**src/rtl/m68k_bus_responder_if.sv**
```systemverilog
// m68k_bus_responder_if -- 68010-side bus bundle for m68k_bus_responder.
//   Strobes  : P_AS_n, P_UDS_n, P_LDS_n, P_RW_n (high = read)
//   Address  : P_A (A23..A1), P_FC (function code)
//   Data     : P_D_in (master -> responder), P_D_out/P_D_oe (responder -> master;
//              the top level builds the tristate)
//   Response : P_DTACK_n, P_BERR_n (active low)
// modport slave  : the responder side.
// modport master : the CPU / bench side.
interface m68k_bus_responder_if;
  logic        P_AS_n;
  logic        P_UDS_n;
  logic        P_LDS_n;
  logic        P_RW_n;
  logic [23:1] P_A;
  logic [2:0]  P_FC;
  logic [15:0] P_D_in;
  logic [15:0] P_D_out;
  logic        P_D_oe;
  logic        P_DTACK_n;
  logic        P_BERR_n;

  modport slave (
    input  P_AS_n, P_UDS_n, P_LDS_n, P_RW_n, P_A, P_FC, P_D_in,
    output P_D_out, P_D_oe, P_DTACK_n, P_BERR_n
  );

  modport master (
    output P_AS_n, P_UDS_n, P_LDS_n, P_RW_n, P_A, P_FC, P_D_in,
    input  P_D_out, P_D_oe, P_DTACK_n, P_BERR_n
  );
endinterface

```
**src/rtl/m68k_bus_responder.sv**
```systemverilog
// m68k_bus_responder -- asynchronous 68010 bus slave bridging to a simple
// request/acknowledge backing store.
//   C100      : sole clock, rising edge
//   reset     : asynchronous, active high
//   bus       : m68k_bus_responder_if.slave (strobes, address, FC, data, DTACK/BERR)
//   mem_req   : high exactly while a backing-store request is outstanding
//   mem_we/mem_addr/mem_be/mem_wdata : request attributes, captured at cycle start
//   mem_rdata/mem_ack : backing-store completion
// Parameters: BASE_ADDR/ADDR_MASK select the decoded window,
//   TIMEOUT (1..255) is the mem_ack wait before bus error.
// Optional feature: define M68K_RESP_BERR_TIMEOUT_EN to enable the bus-error
//   timeout; without it a request waits indefinitely and P_BERR_n stays high.
module m68k_bus_responder #(
  parameter logic [23:0] BASE_ADDR = 24'h000000,
  parameter logic [23:0] ADDR_MASK = 24'hF00000,
  parameter int unsigned TIMEOUT   = 64
) (
  input  logic                        C100,
  input  logic                        reset,
  m68k_bus_responder_if.slave         bus,
  output logic                        mem_req,
  output logic                        mem_we,
  output logic [22:0]                 mem_addr,
  output logic [1:0]                  mem_be,
  output logic [15:0]                 mem_wdata,
  input  logic [15:0]                 mem_rdata,
  input  logic                        mem_ack
);

  if (TIMEOUT < 1 || TIMEOUT > 255) begin : g_timeout_range
    $error("m68k_bus_responder: TIMEOUT must be in 1..255");
  end

  typedef enum logic [1:0] {IDLE, REQ, ACK, ERR} state_t;
  state_t state, state_nxt;

  logic [1:0] as_sync, uds_sync, lds_sync;
  logic [1:0] sync_fill;
  logic       as_s, uds_s, lds_s;
  logic       armed;
  logic       addr_hit;
  logic       start;
  logic       tmo_hit;

  assign as_s  = as_sync[1];
  assign uds_s = uds_sync[1];
  assign lds_s = lds_sync[1];

  always_ff @(posedge C100 or posedge reset) begin
    if (reset) begin
      as_sync   <= '1;
      uds_sync  <= '1;
      lds_sync  <= '1;
      sync_fill <= '0;
    end else begin
      as_sync   <= {as_sync[0],  bus.P_AS_n};
      uds_sync  <= {uds_sync[0], bus.P_UDS_n};
      lds_sync  <= {lds_sync[0], bus.P_LDS_n};
      sync_fill <= {sync_fill[0], 1'b1};
    end
  end

  assign addr_hit = (({bus.P_A, 1'b0} & ADDR_MASK) == (BASE_ADDR & ADDR_MASK));
  assign start    = (state == IDLE) && !as_s && (!uds_s || !lds_s) && armed && addr_hit;

  // The synchronizers reset to 1, so as_s reads "negated" for two edges after
  // reset regardless of the pin. Arming waits for sync_fill so that only a
  // genuinely sampled AS_n high can re-arm after a mid-cycle reset.
  always_ff @(posedge C100 or posedge reset) begin
    if (reset) begin
      armed <= 1'b0;
    end else if (start) begin
      armed <= 1'b0;
    end else if (state == IDLE && as_s && sync_fill[1]) begin
      armed <= 1'b1;
    end
  end

`ifdef M68K_RESP_BERR_TIMEOUT_EN
  localparam logic [7:0] TMO_LAST = 8'(TIMEOUT - 1);
  logic [7:0] tmo_cnt;

  always_ff @(posedge C100 or posedge reset) begin
    if (reset) begin
      tmo_cnt <= '0;
    end else if (start) begin
      tmo_cnt <= '0;
    end else if (state == REQ) begin
      tmo_cnt <= tmo_cnt + 8'd1;
    end
  end

  // Count value TIMEOUT-1 on the current edge means this edge is the
  // TIMEOUT-th REQ cycle.
  assign tmo_hit = (tmo_cnt == TMO_LAST);
`else
  assign tmo_hit = 1'b0;
`endif

  always_ff @(posedge C100 or posedge reset) begin
    if (reset) begin
      state <= IDLE;
    end else begin
      state <= state_nxt;
    end
  end

  // Abort beats mem_ack, and mem_ack beats the timeout.
  always_comb begin
    state_nxt = state;
    unique case (state)
      IDLE: if (start) state_nxt = REQ;
      REQ: begin
        if (as_s)         state_nxt = IDLE;
        else if (mem_ack) state_nxt = ACK;
        else if (tmo_hit) state_nxt = ERR;
      end
      ACK:  if (as_s) state_nxt = IDLE;
      ERR:  if (as_s) state_nxt = IDLE;
      default: state_nxt = IDLE;
    endcase
  end

  always_comb begin
    mem_req       = (state == REQ);
    bus.P_DTACK_n = (state != ACK);
    bus.P_D_oe    = (state == ACK) && !mem_we;
`ifdef M68K_RESP_BERR_TIMEOUT_EN
    bus.P_BERR_n  = (state != ERR);
`else
    bus.P_BERR_n  = 1'b1;
`endif
  end

  always_ff @(posedge C100 or posedge reset) begin
    if (reset) begin
      mem_we      <= 1'b0;
      mem_addr    <= '0;
      mem_be      <= '0;
      mem_wdata   <= '0;
      bus.P_D_out <= '0;
    end else begin
      if (start) begin
        mem_addr  <= bus.P_A;
        mem_we    <= ~bus.P_RW_n;
        mem_wdata <= bus.P_D_in;
        mem_be    <= ~{uds_s, lds_s};
      end
      if (state == REQ && !as_s && mem_ack && !mem_we) begin
        bus.P_D_out <= mem_rdata;
      end
    end
  end

endmodule

```
**src/flat_wrapper.sv**
```systemverilog
// flat-port wrapper written by rule: the top's interface ports become plain ports
module m68k_bus_responder_flat 
#(
  parameter logic [23:0] BASE_ADDR = 24'h000000,
  parameter logic [23:0] ADDR_MASK = 24'hF00000,
  parameter int unsigned TIMEOUT   = 64
)
  (C100, reset, mem_req, mem_we, mem_addr, mem_be, mem_wdata, mem_rdata, mem_ack, bus_P_AS_n, bus_P_UDS_n, bus_P_LDS_n, bus_P_RW_n, bus_P_A, bus_P_FC, bus_P_D_in, bus_P_D_out, bus_P_D_oe, bus_P_DTACK_n, bus_P_BERR_n);
  m68k_bus_responder_if bus_i ();
  input  logic C100;
  input  logic reset;
  output logic mem_req;
  output logic mem_we;
  output logic [22:0] mem_addr;
  output logic [1:0] mem_be;
  output logic [15:0] mem_wdata;
  input  logic [15:0] mem_rdata;
  input  logic mem_ack;
  input wire logic [$bits(bus_i.P_AS_n)-1:0] bus_P_AS_n;
  input wire logic [$bits(bus_i.P_UDS_n)-1:0] bus_P_UDS_n;
  input wire logic [$bits(bus_i.P_LDS_n)-1:0] bus_P_LDS_n;
  input wire logic [$bits(bus_i.P_RW_n)-1:0] bus_P_RW_n;
  input wire logic [$bits(bus_i.P_A)-1:0] bus_P_A;
  input wire logic [$bits(bus_i.P_FC)-1:0] bus_P_FC;
  input wire logic [$bits(bus_i.P_D_in)-1:0] bus_P_D_in;
  output wire logic [$bits(bus_i.P_D_out)-1:0] bus_P_D_out;
  output wire logic [$bits(bus_i.P_D_oe)-1:0] bus_P_D_oe;
  output wire logic [$bits(bus_i.P_DTACK_n)-1:0] bus_P_DTACK_n;
  output wire logic [$bits(bus_i.P_BERR_n)-1:0] bus_P_BERR_n;
  assign bus_i.P_AS_n = bus_P_AS_n;
  assign bus_i.P_UDS_n = bus_P_UDS_n;
  assign bus_i.P_LDS_n = bus_P_LDS_n;
  assign bus_i.P_RW_n = bus_P_RW_n;
  assign bus_i.P_A = bus_P_A;
  assign bus_i.P_FC = bus_P_FC;
  assign bus_i.P_D_in = bus_P_D_in;
  assign bus_P_D_out = bus_i.P_D_out;
  assign bus_P_D_oe = bus_i.P_D_oe;
  assign bus_P_DTACK_n = bus_i.P_DTACK_n;
  assign bus_P_BERR_n = bus_i.P_BERR_n;
  m68k_bus_responder #(.BASE_ADDR(BASE_ADDR), .ADDR_MASK(ADDR_MASK), .TIMEOUT(TIMEOUT)) u_core (.C100(C100), .reset(reset), .bus(bus_i), .mem_req(mem_req), .mem_we(mem_we), .mem_addr(mem_addr), .mem_be(mem_be), .mem_wdata(mem_wdata), .mem_rdata(mem_rdata), .mem_ack(mem_ack));
endmodule
```
**config.mk**
```make
export PLATFORM = sky130hd
export DESIGN_NAME = m68k_bus_responder_flat
export DESIGN_NICKNAME = d
export VERILOG_FILES = /design/src/rtl/m68k_bus_responder_if.sv /design/src/rtl/m68k_bus_responder.sv /design/src/flat_wrapper.sv
export SDC_FILE = /design/constraint.sdc
export NUM_CORES = 1
export LEC_CHECK = 0
export BUFFER_PORTS_ARGS = -buffer_cell sky130_fd_sc_hd__buf_2
export CAP_MARGIN = 10
export CORE_MARGIN = 2
export CORE_UTILIZATION = 49
export CTS_CLUSTER_DIAMETER = 60
export DETAILED_ROUTE_END_ITERATION = 10
export HOLD_SLACK_MARGIN = 0.05
export PLACE_DENSITY = 0.84
export SLEW_MARGIN = 20
export SYNTH_ARGS = -nofsm -noshare
export SYNTH_HDL_FRONTEND = slang
export SYNTH_SLANG_ARGS = --single-unit
```
**constraint.sdc**
```tcl
create_clock -name C100 -period 4.4 [get_ports C100]
set_clock_uncertainty 0.15 [all_clocks]
set_input_delay 0.88 -clock C100 [delete_from_list [all_inputs] [get_ports C100]]
set_output_delay 0.88 -clock C100 [all_outputs]
set_load 0.01 [all_outputs]
```
== Word-level counts from Yosys, hierarchy flattened ==
Index checks and enable logic that the tools add are counted.

* Bits in registers: 69
* Bits of input ports: 65
* Output and inout bits: 62
* Logic and storage cells: 47

* Equality and inequality tests: 7
* Muxes and demuxes: 7
* Bitwise logic cells: 2
* Reductions and logical operators: 20

{| class="wikitable"
|+ Operator list
! kind !! number
|-
| logical NOT 24 bit || 1
|-
| logical AND 1 bit || 10
|-
| 2-to-1 mux 2 bit || 4
|-
| one-hot mux 2 bit (3 select lines) || 1
|-
| == test 2 bit (second input constant) || 2
|-
| logical NOT 1 bit || 4
|-
| inequality test 2 x 1 -> 1 bit (second input constant) || 2
|-
| inequality test 3 x 1 -> 1 bit (second input constant) || 1
|-
| AND reduction 3 bit || 1
|-
| == test 2 x 1 -> 1 bit (second input constant) || 1
|-
| logical NOT 2 bit || 1
|-
| 2-to-1 mux 1 bit || 2
|-
| inequality test 2 bit (second input constant) || 1
|-
| NOT 2 bit || 1
|-
| nonzero test 2 bit || 1
|-
| OR reduction 2 bit || 1
|-
| logical OR 1 bit || 1
|-
| NOT 1 bit || 1
|}

== Logic depth before layout (Yosys ltp) ==
* Depth in word-level cells: 7
* Gate-level depth with buffers: 4
* Gate-level depth less buffers: 3

== Worst setup path before layout ==
No wires, ideal clock.

* Kind: in2reg
* From: input bus_P_A[20]
* To: register u_core.mem_addr[10]
* Library setup time: 0.125 ns
* Data arrival time: 1.869 ns
* Data required time: 4.125 ns
* Setup slack: 2.256 ns
* Stages on the path: 4
* Buffers on the path: 1
* Cell sequence: nor4b_2 -> nand3_2 -> buf_6 -> mux2_4

* Cells in the longest elaborated chain, start to end: 2

{| class="wikitable"
|+ RTL lines
! what !! RTL line !! RTL
|-
| start: declaration || flat_wrapper.sv:23 || <nowiki>input wire logic [$bits(bus_i.P_A)-1:0] bus_P_A;</nowiki>
|-
| logical NOT 24 bit || m68k_bus_responder.sv:63 || <nowiki>assign addr_hit = (({bus.P_A, 1'b0} & ADDR_MASK) == (BASE_ADDR & ADDR_MASK));</nowiki>
|-
| logical AND 1 bit || m68k_bus_responder.sv:64 || <nowiki>assign start = (state == IDLE) && !as_s && (!uds_s || !lds_s) && armed && addr_hit;</nowiki>
|-
| end signal: assignment || m68k_bus_responder.sv:144 || <nowiki>mem_addr <= bus.P_A;</nowiki>
|-
| end: declaration || m68k_bus_responder.sv:23 || <nowiki>output logic [22:0] mem_addr,</nowiki>
|}

No other way between the ends.
A chain may end at the register's enable or synchronous reset.

== Worst setup path in the final report ==
* From: input bus_P_A[20]
* To: register u_core.mem_addr[0]

The elaborated chain is that of the path after synthesis.

==> results.md <==
* Antenna violations before repair at 0
* Die H at slightly below 80 um
* Fin Setup TNS at 0 ps
* Reg2Reg Setup Slack at roughly 2100 ps
* Met1 Resource Use GR at 21.7%
* Synthesized flop and latch total at 69
* Area delta synth->final at 34.0%
* Commonest cells after routing, fill and taps aside: buf_2, dfrtp_1, mux2_4
* Clk_lat worst skew at 320 ps
* RSZ-0062 raised after global routing: no
* CTS Sinks at ~70
* CTS Root Cell: clkbuf_8
* Pin count of the biggest net entering global routing at 42
* First-pass GRT wire length at 7.71 mm
* Crit-path slowest cell: buf_4
* Fin. Hold Viols at 0
* Avg Inst Size Synth at about 17 sq um
* Pwr Total at about 1.8 mW
* Initial DRC count at 46
* Hold slack at 204 ps
* Crit path arrival time at 2530 ps
* Setup CP Type: input port to flip-flop
* Worst-Margin Slew at between 800 and 900 ps
* Status: completed
* Vias at between 1500 and 2000
* Port buffer count at approximately 120
* Tmin final at about 2500 ps
* CTS H-tree depth at 3
* Critical-path cell list: buf_2 -> nor4b_2 -> nand3_2 -> buf_4 -> mux2_4
* Core Area at approximately 5200 sq um
* Post-CTS setup buffers at 0
* GR Overflow Total at 0
* Leading cell type in the layout, fill and taps excluded: buf_2
* CTS tree: built
* Std cell rows at 26
* Slew headroom at approximately 46%
* Total CTS buffers at 9
* Cts hold-fix bufs at 0
* Peak VDD IR at between 0.2 and 0.3 mV
* Reg2reg path depth at 4
* Setup crit end kind: flip-flop
* Critical Path RT at around 4500 ps
* Leakage at 2.03 nW
* Vias in the first global route at 1659
* MaxCap Viol Count at 0
* Period Utilization, post-route at a little under three fifths
* Layout cells sized above 1 at 69.6%
* Hold Path Class: flip-flop to flip-flop
* Cells after Synth at 154
* Dpl cells at roughly 340
* Io pins at around 130
* # setup viols final at 0
* Overall Global Routing Usage at roughly 16%
* Ant. Diodes at 0
* Met3 GRT Util at under 10%
* DR pass1 iterations at 4
* Slew Viols, Final at 0
* Worst-path clk slew at about 70 ps
* DP Wirelength at about 3.6 mm
* Post-synthesis cell type count at 22
* Routed Wire Length at 4.85 mm
* Synthesis Warnings at 0
* CTS Buffer Depth at 2
* Crit path largest cell delay at 460 ps
* Die area at 6080 sq um
* Antenna-violating nets left at 0
* Die width at 78.0 um
* Grt met2 use at between 20% and 30%
* Fin nets at roughly 350
* Worst Path Buf+Inv at 2
* Worst-path maximum fanout at 31
* Post-Layout Cell Count at ~360
* Routability cong. at roughly 0.72
* GR peak layer: met2
* Post-Syn Area at between 2000 and 3000 sq um
* Power per Cell Area at a little under 500 nW/um^2
* Initial Util at between 50% and 60%
* DR DRC count at 0
* Seq/Total Area, Yosys at around two thirds
* Drt via density at around 4.6
* Routed WL per cell at between 10 and 15 um
* CTS resizes at 0
* Fmax at roughly 0.40 GHz
* CP delay by family, top: simple AND/OR/NAND/NOR gates
* Hold-critical path depth at 0
* Critical path depth in cells at 5
* CP startpoint kind: input port
[per-layer routing]
layer,up-vias,routed length [um]
li1,780,-
met1,772,2110
met2,95,2210
met3,6,461
met4,0,63
met5,-,0
[through the flow]
step           utilization [%]  cell area [sq um]  setup WS [ps]
6_report                  69.0               3590           1920
5_1_grt                   69.0               3590           1770
4_1_cts                   69.0               3590           1900
3_5_place_dp              64.1               3330           1550
3_3_place_gp              64.1               3330           1580
2_1_floorplan                -               2690           1640
[worst paths after layout]
kind                                  endpoint         startpoint
hold reg to reg              u_core.as_sync[1]  u_core.as_sync[0]
setup / recovery            u_core.mem_addr[0]        bus_P_A[20]
min in group asynchronous  u_core.mem_wdata[8]              reset
setup reg to reg            u_core.mem_addr[0]    u_core.state[0]
hold / removal               u_core.as_sync[1]  u_core.as_sync[0]
max in group asynchronous   u_core.uds_sync[1]              reset
[worst reg2reg max path, stage by stage, from the launching register on]
cell,delay [ps]
dfrtp_1,440
nor4_2,340
nand3_2,430
buf_4,460
mux2_4,360
[sequential cells by signal, summed over array words and instances (netlist names)]
signal,flops
u_core.mem_wdata,16
u_core.mem_addr,23
u_core.armed,1
u_core.sync_fill,2
u_core.as_sync,2
u_core.state,2
u_core.uds_sync,2
u_core.mem_we,1
u_core.lds_sync,2
u_core.bus.P_D_out,16
u_core.mem_be,2
[area by class of cell]
cell class / instances / area, sq um
Inverter: 4 / 15.0
Timing Repair Buffer: 124 / 626
Clock inverter: 3 / 90.1
Tap cell: 70 / 87.6
Multi-Input combinational cell: 76 / 872
Fill cell: 365 / 1610
Clock buffer: 13 / 169
Sequential cell: 69 / 1730
[cells by family after synthesis]
group / Yosys count / synth area share, %
and+or+nand+nor: 17 / 4.71
AOI/OAI and AO/OA: 3 / 0.653
other: 1 / 0.140
DFF: 69 / 64.7
buffers and inverters: 10 / 2.94
muxes: 54 / 26.9
[report_power, final]
group	switching, mW	leakage, nW	internal, mW	total (mW)
clock	0.222	0.130	0.424	0.646
sequential	0.0548	0.862	0.733	0.788
combinational	0.131	1.04	0.188	0.319
[synth_stat cells]
master | n | share of area (%)
nor2b_1 | 2 | 0.47
mux2i_1 | 3 | 1.1
o21a_1 | 1 | 0.28
nor4_2 | 1 | 0.47
dfstp_2 | 6 | 5.9
nor2_1 | 2 | 0.28
o21ai_0 | 1 | 0.19
nand3_2 | 1 | 0.37
conb_1 | 1 | 0.14
dfrtp_1 | 63 | 59
buf_6 | 5 | 2.1
nor3_1 | 1 | 0.19
nor3b_4 | 1 | 0.70
mux2_4 | 31 | 17
and2_1 | 4 | 0.93
nand2b_1 | 2 | 0.47
buf_4 | 1 | 0.28
a21oi_1 | 1 | 0.19
nand2_1 | 2 | 0.28
nor4b_2 | 1 | 0.56
inv_1 | 4 | 0.56
mux2_2 | 20 | 8.4
No activity file was read; power rests on OpenSTA's default activity.
